[config.mk]
export PLATFORM = sky130hd
export DESIGN_NAME = sqrt_fixed_pipe
export DESIGN_NICKNAME = d
export VERILOG_FILES = /design/src/rtl/sqrt_fixed_pipe.sv
export SDC_FILE = /design/constraint.sdc
export NUM_CORES = 1
export LEC_CHECK = 0
export ABC_AREA = 1
export BUFFER_PORTS_ARGS = -buffer_cell sky130_fd_sc_hd__clkbuf_2
export CAP_MARGIN = 20
export CORE_MARGIN = 8
export CORE_UTILIZATION = 63
export DETAILED_ROUTE_END_ITERATION = 6
export PLACE_DENSITY = 0.87
export SLEW_MARGIN = 20
export SYNTH_ARGS = -nofsm -noshare
export SYNTH_HDL_FRONTEND = slang
export SYNTH_SLANG_ARGS = --single-unit
[constraint.sdc]
create_clock -name clk -period 7.3 [get_ports clk]
set_clock_uncertainty 0.1 [all_clocks]
set_input_delay 2.19 -clock clk [delete_from_list [all_inputs] [get_ports clk]]
set_output_delay 2.19 -clock clk [all_outputs]
set_load 0.01 [all_outputs]
[src/rtl/sqrt_fixed_pipe.sv]
// sqrt_fixed_pipe
//   Fixed-point square root using a radix-2 non-restoring digit recurrence.
//   One result bit is produced per clock. The operand A (IN_FRAC fractional
//   bits) is aligned into an RW-bit radicand so that the QW-bit root carries
//   OUT_FRAC fractional bits. Truncation or round-to-nearest is selectable,
//   and the root saturates to all-ones if rounding would overflow.
//
// Handshake: a transfer happens on a rising clk edge where valid && ready are
//   both high. The source holds valid (and data) until it sees ready; ready
//   may be low at any time and the sink never drops a held result.
//
// Ports
//   clk        clock, rising edge
//   rst_       asynchronous reset, active high
//   in_valid   operand valid
//   in_ready   unit can accept an operand (IDLE only)
//   A          operand, unsigned, IN_FRAC fractional bits
//   out_valid  result valid (HOLD)
//   out_ready  consumer accepts the result
//   Q          result, unsigned, OUT_FRAC fractional bits
//   exact      remainder is zero (root exactly representable)
//   busy       high in CALC and FIN
//   dbg_state  current FSM state (IDLE=0, CALC=1, FIN=2, HOLD=3)
module sqrt_fixed_pipe #(
    parameter int IN_W     = 12,
    parameter int IN_FRAC  = 4,
    parameter int OUT_FRAC = 16,
    parameter int ROUND    = 0,
    localparam int RW_RAW  = IN_W + 2*OUT_FRAC - IN_FRAC,
    localparam int RW      = RW_RAW + (RW_RAW % 2),
    localparam int QW      = RW / 2
) (
    input  logic          clk,
    input  logic          rst_,
    input  logic          in_valid,
    output logic          in_ready,
    input  logic [IN_W-1:0] A,
    output logic          out_valid,
    input  logic          out_ready,
    output logic [QW-1:0] Q,
    output logic          exact,
    output logic          busy,
    output logic [1:0]    dbg_state
);

    if (2*OUT_FRAC < IN_FRAC) begin : g_bad_params
        $error("sqrt_fixed_pipe: 2*OUT_FRAC must be >= IN_FRAC");
    end

    // Left shift that turns A into R = A * 2^(2*OUT_FRAC - IN_FRAC).
    localparam int SH = 2*OUT_FRAC - IN_FRAC;
    localparam int CW = (QW > 1) ? $clog2(QW) : 1;
    localparam int EW = QW + 2;

    typedef enum logic [1:0] {
        IDLE = 2'd0,
        CALC = 2'd1,
        FIN  = 2'd2,
        HOLD = 2'd3
    } state_t;

    state_t state, state_nx;

    logic [RW-1:0]        rad;
    logic [QW-1:0]        root;
    logic signed [EW-1:0] rem;
    logic [CW-1:0]        cnt;
    logic                 accept;

    // Recurrence step and final correction
    logic signed [EW-1:0] rem_sh;
    logic signed [EW-1:0] rem_it;
    logic [QW-1:0]        root_it;
    logic signed [EW-1:0] rem_fix;
    logic                 round_up;
    logic [QW-1:0]        q_fin;
    logic                 exact_fin;

    always_comb begin
        // Bring in the next two radicand bits; the top bits of the old
        // remainder are dropped, which is safe because the true remainder
        // always fits in EW signed bits (arithmetic is modulo 2^EW).
        rem_sh = $signed({rem[EW-3:0], rad[RW-1 -: 2]});
        if (!rem[EW-1]) begin
            rem_it = rem_sh - $signed({root, 2'b01});
        end else begin
            rem_it = rem_sh + $signed({root, 2'b11});
        end
        root_it = QW'({root, ~rem_it[EW-1]});

        // Restore a negative final remainder to its true non-negative value.
        if (rem[EW-1]) begin
            rem_fix = rem + $signed({1'b0, root, 1'b1});
        end else begin
            rem_fix = rem;
        end

        // rem > root means sqrt(R) - root > 0.5; ties cannot occur.
        round_up  = (ROUND != 0) && (rem_fix > $signed({2'b00, root}));
        exact_fin = (rem_fix == '0);
        if (round_up) begin
            q_fin = (&root) ? '1 : root + QW'(1);
        end else begin
            q_fin = root;
        end
    end

    // FSM state register
    always_ff @(posedge clk or posedge rst_) begin
        if (rst_) begin
            state <= IDLE;
        end else begin
            state <= state_nx;
        end
    end

    // FSM next state and handshake outputs
    always_comb begin
        state_nx  = state;
        in_ready  = 1'b0;
        out_valid = 1'b0;
        busy      = 1'b0;
        case (state)
            IDLE: begin
                in_ready = !rst_;
                if (in_valid && !rst_) state_nx = CALC;
            end
            CALC: begin
                busy = 1'b1;
                if (cnt == '0) state_nx = FIN;
            end
            FIN: begin
                busy     = 1'b1;
                state_nx = HOLD;
            end
            HOLD: begin
                out_valid = 1'b1;
                if (out_ready) state_nx = IDLE;
            end
            default: state_nx = IDLE;
        endcase
    end

    assign accept    = in_valid && in_ready;
    assign dbg_state = state;

    // Datapath registers
    always_ff @(posedge clk or posedge rst_) begin
        if (rst_) begin
            rad   <= '0;
            root  <= '0;
            rem   <= '0;
            cnt   <= '0;
            Q     <= '0;
            exact <= 1'b0;
        end else begin
            case (state)
                IDLE: begin
                    if (accept) begin
                        rad  <= RW'(A) << SH;
                        root <= '0;
                        rem  <= '0;
                        cnt  <= CW'(QW - 1);
                    end
                end
                CALC: begin
                    rad  <= rad << 2;
                    root <= root_it;
                    rem  <= rem_it;
                    if (cnt != '0) cnt <= cnt - CW'(1);
                end
                FIN: begin
                    Q     <= q_fin;
                    exact <= exact_fin;
                end
                default: ;
            endcase
        end
    end

endmodule

==> flow_metrics.py <==
metrics = {
    "clock_network": {
        "htree_num_levels": 3,
        "cts.sinks": 82,
        "numCtsBuffers": 9,
        "clockRootBuffer": "clkbuf_8",
        "clock_latency_ns": 0.37,
        "clkTransAtPathRegs_ns": 0.08,
        "cts_tree": "built",
        "clk_path_buf_depth": 2,
        "post_cts_buffers": 0,
        "cts_hold_buf": 0,
        "cts_resized": 0,
    },
    "global_route": {
        "grt_start_max_net_pins": 83,
        "grt_util_met3_pct": 4.31,
        "grt_most_used_layer": "met2",
        "grt_pass1_vias": 5671,
        "grt.total_usage_pct": 25.3,
        "met2_usage_pct": 40.4,
        "grt_use_met1_pct": 33.6,
        "antenna_found_initial": 0,
        "grt_pass1_wl_um": 26600,
        "grt.overflow.total": 0,
    },
    "die": {
        "core-area_um2": 9640,
        "die_x_um": 115,
        "die_h_um": 115,
        "fp.dieArea_um2": 13200,
        "core.rowCount": 36,
        "pin_count": 42,
        "start_util_pct": 64.0,
    },
    "routing": {
        "viasPerCell": 5.53,
        "first_pass_iters": 5,
        "wl_um": 15600,
        "drc": 0,
        "wl_per_cell_um": 14.7,
        "ant_nets": 0,
        "dr.first_iter.drc_count": 616,
        "via_count": 5888,
    },
    "layout": {
        "drive_gt1_share_pct": 8.81,
        "nets": 990,
        "syn2layout_area_growth_pct": 9.39,
        "final_area_um2": 6750,
        "antenna_cells": 0,
        "final_util_pct": 70.0,
        "fillers": 828,
    },
    "logic_synthesis": {
        "synth_area_um2": 6170,
        "synth_edf_count": 0,
        "syn_avg_cell_area_um2": 6.93,
        "synth_xor_area_share_pct": 3.69,
        "ys_seq_elements": 82,
        "yosys.area_share.simple_pct": 29.5,
        "async_flop_share_pct": 100,
        "ys_top_cells_by_area": "dfrtp_1, nand2_1, ha_1, inv_1, nor2_1",
        "ys_seq_area_share_pct": 33.3,
        "synthTopCellsByCount": "nand2_1, inv_1, dfrtp_1, nor2_1, ha_1",
        "synth_most_common_cell": "nand2_1",
        "syn_nets": 954,
        "synth_adder_area_share_pct": 9.86,
        "synth_top_area_share_pct": 33.3,
        "syn_inst": 890,
        "ys_types": 44,
        "synth_top_family_by_area": "simple AND/OR/NAND/NOR gates",
        "synthMuxAreaShare_pct": 0,
        "yosysWarnings": 0,
        "synthFlopType": "dfrtp_1",
        "synth-compound-area-share_pct": 14.6,
        "synth_area_leader_cell": "dfrtp_1",
    },
    "placed_design": {
        "placement.io_buffers": 41,
        "gp_congestion": 0.938,
        "dp_hpwl_um": 11600,
        "preCtsSetupSlack_ns": 2.46,
        "placedInstanceArea_um2": 6470,
    },
    "timing": {
        "rsz0062_at_grt": "false",
        "fin_ws_ns": 2.47,
        "worst_slew_pin_slew_ns": 0.782,
        "tns_ns": 0,
        "slew_viol_final": 0,
        "fin_crit_sh_pct": 66.2,
        "fmax_ghz": 0.207,
        "hold_viol_final": 0,
        "min_period_ns": 4.83,
        "maxSlewHeadroom_pct": 47.8,
        "final-setup-viol-count": 0,
    },
    "critical_path": {
        "r2r_slack_ns": 3.43,
        "critPathKind": "in2out",
        "ff2ff_path_depth": 10,
        "cp-start-kind": "input port",
        "r2r-start": "dbg_state[1]",
        "required_ns": 5.01,
        "crit_fanout": 2,
        "cp.arrival_ns": 2.54,
        "worstSetupEndpointType": "output pin",
        "rr_endpoint": "cnt[2]",
    },
    "hold_path": {
        "min_path_type": "reg2reg",
        "min_to": "cnt[4]",
        "hold_path_depth": 2,
        "worstHoldStart": "cnt[4]",
    },
    "run": {
        "cap_viol_max_count": 0,
    },
    "pwr": {
        "ir_drop_mv": 0.379,
        "p_leak_nw": 3.62,
        "p_total_mw": 3.70,
        "cellPowerDensity_nw_per_um2": 549,
    },
    "run_status": {
        "status": "complete, no violations",
    },
}
## cell usage in the layout, fill, tap and decap left out, drive strengths merged, types with 17 or more instances in the layout
| cell type | instances |
|---|---|
| a21oi | 44 |
| dfrtp | 82 |
| inv | 125 |
| nand2 | 273 |
| nand4 | 17 |
| o21ai | 53 |
| nor2 | 78 |
| xnor2 | 21 |
| o22ai | 20 |
| ha | 47 |
| nand3 | 46 |
| clkbuf | 53 |
## stage by stage
step                      hold WS [ns]  std cells
after global placement           0.357       1047
after global routing             0.428       1064
after floorplan                  0.348        890
final                            0.390       1064
after CTS                        0.392       1063
after detailed placement         0.365       1047
## registers in the layout, indices dropped and copies added (netlist names)
register	count
rem	22
dbg_state	2
rad	12
exact	1
cnt	5
q_fin	20
Q	20
## critical path, cell delays in order
cell,delay [ns]
clkbuf_2,0.10
nor2_2,0.11
clkbuf_2,0.14
## worst max-delay path by stage
| stage | start | endpoint | slack (ns) | cells past startpoint |
|---|---|---|---|---|
| after global routing | rst_ | in_ready | 2.43 | 3 |
| after global placement | rst_ | in_ready | 2.47 | 3 |
| after CTS | rst_ | in_ready | 2.46 | 3 |
| final | rst_ | in_ready | 2.47 | 3 |
| after detailed placement | rst_ | in_ready | 2.46 | 3 |
| after floorplan | rst_ | in_ready | 2.67 | 1 |
## cells by family after synthesis
| logic type | after synthesis |
|---|---|
| compound gates | 154 |
| xor+xnor | 26 |
| fa+ha+maj | 48 |
| buf+inv | 146 |
| flops | 82 |
| simple gates | 434 |
## per-layer routing
metal / vias to the layer above / routed length (µm)
li1: 2973 / -
met5: - / 0
met3: 26 / 872
met1: 2708 / 7270
met4: 0 / 313
met2: 181 / 7160
## power by group
group | switching [mW] | leakage [nW] | internal, mW
Combinational | 1.57 | 2.43 | 0.887
Sequential | 0.198 | 1.06 | 0.650
Clock | 0.167 | 0.121 | 0.238
## final cells by class
cell class                      instances  area, µm²  area share [%]
Multi-Input combinational cell        662       3560            52.7
Timing Repair Buffer                   44        251            3.73
Clock buffer                           12        145            2.15
Clock inverter                          4       98.8            1.46
Sequential cell                        82       2050            30.4
Tap cell                              133        166            2.47
Inverter                              127        478            7.08
Power figures use the tool's default switching activity.
